`config.mk`:
```
export PLATFORM = sky130hd
export DESIGN_NAME = uart_tx_wb
export DESIGN_NICKNAME = d
export VERILOG_FILES = /design/src/rtl/uart_tx_wb.sv
export SDC_FILE = /design/constraint.sdc
export NUM_CORES = 1
export LEC_CHECK = 0
export CELL_PAD_IN_SITES_DETAIL_PLACEMENT = 1
export CELL_PAD_IN_SITES_GLOBAL_PLACEMENT = 1
export CORE_MARGIN = 8
export CORE_UTILIZATION = 44
export CTS_CLUSTER_SIZE = 40
export DETAILED_ROUTE_END_ITERATION = 10
export PLACE_DENSITY = 0.75
export SYNTH_ARGS = -nofsm -noshare
export SYNTH_HDL_FRONTEND = slang
export SYNTH_SLANG_ARGS = --single-unit
```
`constraint.sdc`:
```
create_clock -name clk -period 3.7 [get_ports clk]
set_input_delay 0.74 -clock clk [delete_from_list [all_inputs] [get_ports clk]]
set_output_delay 0.74 -clock clk [all_outputs]
set_load 0.03 [all_outputs]
```
`src/rtl/uart_tx_wb.sv`:
```
// Wishbone-attached 8N1 UART transmitter: byte FIFO, status register and a
// programmable clocks-per-bit divisor driving a registered serial line.
module uart_tx_wb #(
  parameter int ADDR_WIDTH  = 8,
  parameter int DATA_WIDTH  = 16,
  parameter int FIFO_AW     = 3,
  parameter int DEFAULT_DIV = 868
) (
  input  logic                  clk,
  input  logic                  reset,
  output logic                  uart_txd,
  input  logic [ADDR_WIDTH-1:0] wbs_address,
  input  logic [DATA_WIDTH-1:0] wbs_writedata,
  output logic [DATA_WIDTH-1:0] wbs_readdata,
  input  logic                  wbs_write,
  input  logic                  wbs_cycle,
  input  logic                  wbs_strobe,
  output logic                  wbs_ack
);
  // state | meaning
  // IDLE  | line high, pops the next byte as soon as one is queued
  // START | start bit, line low
  // DATA  | eight data bits, LSB first
  // STOP  | stop bit, line high
  typedef enum logic [1:0] {IDLE, START, DATA, STOP} state_t;

  localparam int DEPTH = 1 << FIFO_AW;
  localparam logic [FIFO_AW:0] LEVEL_FULL = DEPTH[FIFO_AW:0];

  state_t state, state_next;
  logic req, push_req, push_ok, pop, load, shift_en, txd_next, tick;
  logic full, empty, ovf;
  logic [FIFO_AW-1:0] wr_ptr, rd_ptr;
  logic [FIFO_AW:0] level;
  logic [7:0] mem [DEPTH];
  logic [7:0] shift;
  logic [2:0] bit_cnt;
  logic [15:0] div, div_eff, cnt;
  logic [DATA_WIDTH-1:0] rdata;
  logic unused_bits;

  assign req      = wbs_cycle & wbs_strobe & ~wbs_ack;
  assign push_req = req & wbs_write & (wbs_address[1:0] == 2'd0);
  assign full     = (level == LEVEL_FULL);
  assign empty    = (level == '0);
  // a pop in the same cycle frees a slot, so a full FIFO can still accept
  assign push_ok  = push_req & (~full | pop);
  assign div_eff  = (div == 16'd0) ? 16'd1 : div;
  assign tick     = (cnt == 16'd0);
  assign unused_bits = &{1'b0, wbs_address, wbs_writedata};

  always_comb begin
    rdata = '0;
    case (wbs_address[1:0])
      2'd1: begin
        rdata[0] = (state != IDLE);
        rdata[1] = full;
        rdata[2] = empty;
        rdata[3] = ovf;
        rdata[4 +: FIFO_AW+1] = level;
      end
      2'd2: rdata[15:0] = div;
      default: ;
    endcase
  end

  always_ff @(posedge clk or negedge reset) begin
    if (!reset) begin
      wbs_ack      <= 1'b0;
      wbs_readdata <= '0;
      ovf          <= 1'b0;
      div          <= 16'(DEFAULT_DIV);
    end else begin
      wbs_ack      <= req;
      wbs_readdata <= (req && !wbs_write) ? rdata : '0;
      if (push_req && !push_ok)
        ovf <= 1'b1;
      else if (req && wbs_write && wbs_address[1:0] == 2'd1)
        ovf <= 1'b0;
      if (req && wbs_write && wbs_address[1:0] == 2'd2)
        div <= wbs_writedata[15:0];
    end
  end

  always_ff @(posedge clk) begin
    if (push_ok)
      mem[wr_ptr] <= wbs_writedata[7:0];
  end

  always_ff @(posedge clk or negedge reset) begin
    if (!reset) begin
      wr_ptr <= '0;
      rd_ptr <= '0;
      level  <= '0;
    end else begin
      if (push_ok)
        wr_ptr <= wr_ptr + FIFO_AW'(1);
      if (pop)
        rd_ptr <= rd_ptr + FIFO_AW'(1);
      if (push_ok && !pop)
        level <= level + (FIFO_AW+1)'(1);
      else if (pop && !push_ok)
        level <= level - (FIFO_AW+1)'(1);
    end
  end

  always_ff @(posedge clk or negedge reset) begin
    if (!reset)
      state <= IDLE;
    else
      state <= state_next;
  end

  // txd_next is the line level for the coming cycle, so the pin is a flop
  always_comb begin
    state_next = state;
    pop        = 1'b0;
    load       = 1'b0;
    shift_en   = 1'b0;
    txd_next   = 1'b1;
    case (state)
      IDLE: begin
        if (!empty) begin
          pop        = 1'b1;
          load       = 1'b1;
          txd_next   = 1'b0;
          state_next = START;
        end
      end
      START: begin
        txd_next = 1'b0;
        if (tick) begin
          load       = 1'b1;
          txd_next   = shift[0];
          state_next = DATA;
        end
      end
      DATA: begin
        txd_next = shift[0];
        if (tick) begin
          load = 1'b1;
          if (bit_cnt == 3'd7) begin
            txd_next   = 1'b1;
            state_next = STOP;
          end else begin
            shift_en = 1'b1;
            txd_next = shift[1];
          end
        end
      end
      STOP: begin
        if (tick)
          state_next = IDLE;
      end
      default: state_next = IDLE;
    endcase
  end

  // bit timer reloads at every bit boundary, so a new divisor waits for the next bit
  always_ff @(posedge clk or negedge reset) begin
    if (!reset) begin
      uart_txd <= 1'b1;
      cnt      <= '0;
      shift    <= '0;
      bit_cnt  <= '0;
    end else begin
      uart_txd <= txd_next;
      if (load)
        cnt <= div_eff - 16'd1;
      else if (!tick)
        cnt <= cnt - 16'd1;
      if (pop) begin
        shift   <= mem[rd_ptr];
        bit_cnt <= '0;
      end else if (shift_en) begin
        shift   <= {1'b0, shift[7:1]};
        bit_cnt <= bit_cnt + 3'd1;
      end
    end
  end
endmodule

```
==> insert_results.sql <==
INSERT INTO impl_metrics (metric_group, metric, value, unit) VALUES
('cells_and_area', 'final_cell_count_no_fill', '723', ''),
('pwr', 'cellPowerDensity', '746', 'nW/um^2'),
('global_route', 'vias_in_the_first_global_route', '4448', ''),
('synth', 'synth_fp_nets', '509', ''),
('route', 'drt-initial-drc-count', '276', ''),
('timing', 'hold_violations', '0', ''),
('die', 'core_area', '13900', 'um^2'),
('place', 'post_placement_cell_count', '688', ''),
('setup_path', 'crit_path_max_incr_delay', '0.50', 'ns'),
('timing', 'finalClockSkew', '0.0107', 'ns'),
('route', 'drt_pre_antenna_iters', '4', ''),
('synth', 'ys_warn_count', '0', ''),
('global_route', 'antenna_found_initial', '0', ''),
('clock_tree', 'cts.path.max_buffers', '2', ''),
('clock_tree', 'clk_root_buffer_cell', 'sky130_fd_sc_hd__clkbuf_16', ''),
('setup_path', 'worst_ep_required_time', '3.99', 'ns'),
('die', 'top_level_ports', '47', ''),
('setup_path', 'crit_path_cell_trace', 'nor4_2 > and4_4 > a41o_1 > nand2_1 > o21ai_0 > ha_2 > or4b_1 > or2_4 > or3_1 > a21oi_2 > xnor2_1 > o22ai_1', ''),
('cells_and_area', 'area.growth.synth_to_final', '21.8', '%'),
('synth', 'syn-cell-area', '6230', 'um^2'),
('clock_tree', 'tritoncts', 'yes', ''),
('setup_path', 'worst_setup_path_end_kind', 'register', ''),
('place', 'place_congestion', '0.800', ''),
('cells_and_area', 'seq_area', '3780', 'um^2'),
('die', 'design.die.area', '18200', 'um^2'),
('cells_and_area', 'num_antenna_cells', '0', ''),
('timing', 'timing.final.crit_share', '94.2', '%'),
('cells_and_area', 'nNetsFinal', '577', ''),
('synth', 'avgSynthCellArea', '13.5', 'um^2'),
('setup_path', 'worst-path-max-fanout', '6', ''),
('synth', 'synth_enable_flop_cells', '64', ''),
('setup_path', 'crit_type', 'register to register', ''),
('timing', 'timing_max_transition_violations_final', '0', ''),
('timing', 'worst_slew_pin_slew', '1.03', 'ns'),
('clock_tree', 'ctsHtreeMaxLevel', '4', ''),
('setup_path', 'cpLargestDelayFamily', 'simple AND/OR/NAND/NOR gates', ''),
('clock_tree', 'cts_buffers', '17', ''),
('route', 'route.final.wire_length', '15000', 'um'),
('cells_and_area', 'filler_cell_count_in_the_final_layout', '1387', ''),
('global_route', 'grt_overflow', '0', ''),
('synth', 'ys_types', '55', ''),
('die', 'die_h', '135', 'um'),
('pwr', 'power.leakage', '2.94', 'nW'),
('synth', 'synth_flop_cell', 'sky130_fd_sc_hd__dfrtp_1', ''),
('place', 'hpwl', '9990', 'um'),
('pwr', 'ir_drop', '0.000352', 'V'),
('place', 'port_buffers', '40', ''),
('die', 'start_util', '44.9', '%'),
('route', 'drc', '0', ''),
('job', 'max_cap_viol_count', '0', ''),
('synth', 'async_flop_share', '53.6', '%'),
('timing', 'period_needed', '3.49', 'ns'),
('timing', 'finalSetupTns', '0', 'ns'),
('global_route', 'grt_pass1_wl', '24600', 'um'),
('setup_path', 'path_buf_inv', '0', ''),
('synth', 'synth_seq_area_share', '60.7', '%'),
('timing', 'setup_violations', '0', ''),
('global_route', 'grt_start_max_net_pins', '75', ''),
('cells_and_area', 'multi_input_area', '2360', 'um^2'),
('setup_path', 'worstPathArrival', '3.78', 'ns'),
('clock_tree', 'insertion_delay', '0.43', 'ns'),
('die', 'std_cell_rows', '43', ''),
('cells_and_area', 'commonest_non_fill_non_tap_cells_in_the_layout', 'sky130_fd_sc_hd__dfrtp_1, sky130_fd_sc_hd__edfxtp_1, sky130_fd_sc_hd__clkdlybuf4s50_1', ''),
('timing', 'max_slew_margin', '31.0', '%'),
('route', 'detail_route.vias_per_cell', '5.55', ''),
('clock_tree', 'cts_sinks', '138', ''),
('cells_and_area', 'drive_gt1_share', '21.5', '%'),
('setup_path', 'timing.critical_path.from_type', 'register', ''),
('worst_hold_path', 'min-delay-path-class', 'input port to asynchronous set/reset pin', ''),
('cells_and_area', 'layout_commonest_cell', 'sky130_fd_sc_hd__dfrtp_1', ''),
('timing', 'fmax', '0.287', 'GHz'),
('route', 'detailroute.via_count', '4015', ''),
('timing', 'rsz0062_at_grt', 'no', ''),
('clock_tree', 'post_cts_hold_buffer_count', '0', ''),
('setup_path', 'critical-path-slowest-cell', 'sky130_fd_sc_hd__or4b_1', ''),
('route', 'drt.antenna.violating_nets', '0', ''),
('cells_and_area', 'postLayoutCoreUtil', '54.7', '%'),
('synth', 'synthesized_instance_count', '462', ''),
('die', 'die_w', '135', 'um'),
('status', 'result_of_the_run', 'completed', ''),
('clock_tree', 'clk_pin_slew', '0.06', 'ns'),
('route', 'detail_route.wl_per_cell', '20.7', 'um'),
('global_route', 'globalRouteTotalUtil', '17.6', '%'),
('synth', 'total_of_flip_flops_plus_latches_after_synthesis', '138', '');
[Yosys cell counts (3+ instances only)]
| cell type | instances | share of area [%] |
|---|---|---|
| sky130_fd_sc_hd__dfrtp_1 | 68 | 27 |
| sky130_fd_sc_hd__edfxtp_1 | 64 | 31 |
| sky130_fd_sc_hd__nor2_1 | 36 | 2.2 |
| sky130_fd_sc_hd__nand2_1 | 32 | 1.9 |
| sky130_fd_sc_hd__mux2_2 | 19 | 3.4 |
| sky130_fd_sc_hd__a21oi_1 | 17 | 1.4 |
| sky130_fd_sc_hd__ha_1 | 17 | 3.4 |
| sky130_fd_sc_hd__xnor2_1 | 17 | 2.4 |
| sky130_fd_sc_hd__mux4_2 | 16 | 5.8 |
| sky130_fd_sc_hd__mux2i_1 | 14 | 2.2 |
| sky130_fd_sc_hd__clkbuf_1 | 13 | 0.78 |
| sky130_fd_sc_hd__nor3_1 | 12 | 0.96 |
| sky130_fd_sc_hd__o21ai_0 | 12 | 0.96 |
| sky130_fd_sc_hd__and3_1 | 11 | 1.1 |
| sky130_fd_sc_hd__xor2_1 | 11 | 1.5 |
| sky130_fd_sc_hd__or3_1 | 10 | 1.0 |
| sky130_fd_sc_hd__a211oi_1 | 8 | 0.96 |
| sky130_fd_sc_hd__a22oi_1 | 8 | 0.96 |
| sky130_fd_sc_hd__inv_1 | 8 | 0.48 |
| sky130_fd_sc_hd__nor2b_1 | 7 | 0.70 |
| sky130_fd_sc_hd__dfstp_2 | 6 | 2.5 |
| sky130_fd_sc_hd__nand3_1 | 6 | 0.48 |
| sky130_fd_sc_hd__o22ai_1 | 6 | 0.60 |
| sky130_fd_sc_hd__nor4_1 | 4 | 0.40 |
| sky130_fd_sc_hd__nand2b_1 | 3 | 0.30 |
[flip-flops by register name (all words and copies together) (netlist names)]
name,flops
bit_cnt,3
cnt,16
div,16
level,4
mem,64
ovf,1
rd_ptr,3
shift,8
state,2
uart_txd,1
wbs_ack,1
wbs_readdata,16
wr_ptr,3
[worst register-to-register path: cells and delay by family, from the launching register on]
| family | cells | cell delay, ns |
|---|---|---|
| AO/OA/AOI/OAI | 4 | 0.65 |
| AND/OR/NAND/NOR | 6 | 1.93 |
| XOR/XNOR | 1 | 0.13 |
| adder cells (fa/ha/maj) | 1 | 0.23 |
| flip-flops | 1 | 0.42 |
[cell type report]
class,instances,area share [%]
tap,180,2.97
clock buffer,17,5.61
clock inverter,15,2.18
inverter,9,0.462
multi-input combinational,298,31.1
timing repair buffer,66,7.82
sequential,138,49.8
[metal layers]
| layer | vias up | wire, um | global-route usage (%) |
|---|---|---|---|
| met5 | - | 0 | 0 |
| met4 | 0 | 246 | 6.72 |
| met3 | 23 | 672 | 3.94 |
| met2 | 75 | 7560 | 28.9 |
| met1 | 2057 | 6510 | 22.3 |
| li1 | 1860 | - | - |
[final timing paths]
check	start	end	slack [ns]	depth (start not counted)
max in group asynchronous	reset	cnt[0]	2.62	1
min in group clk	wbs_ack	wbs_ack	0.48	1
hold reg to reg	wbs_ack	wbs_ack	0.48	1
setup reg to reg	cnt[13]	cnt[12]	0.21	12
setup / recovery	cnt[13]	cnt[12]	0.21	12
hold / removal	reset	wbs_ack	0.48	1
[kinds of logic after synthesis]
family          Yosys count  synth area share, %
buf+inv                  26                 1.73
fa+ha+maj                18                 3.74
flops                   138                 60.7
xor+xnor                 28                 3.94
simple gates            133                 10.9
compound gates           70                 7.51
mux                      49                 11.5
[report_power, final]
group	leakage, nW	internal, mW	switching (mW)
Combinational	1.16	0.824	0.858
Clock	0.283	1.01	0.696
Sequential	1.50	1.88	0.398
[what timing repair did]
action | in CTS | in global routing
endpoints found under the setup margin | 1 | 2
pin swaps | 0 | 2
resized for setup | 1 | 6
buffers inserted | 0 | 3
[per-stage QoR]
step	setup slack (ns)	area (um^2)	hold WS, ns	total power, mW
after floorplan	0.0157	6230	0.444	3.37
after global placement	0.230	6960	0.450	3.83
after detailed placement	0.0168	6960	0.477	3.93
after CTS	0.0179	7550	0.485	5.67
after global routing	0.0742	7590	0.502	5.98
final	0.213	7590	0.477	5.66
Note: power is estimated with default switching activity, not from simulation.
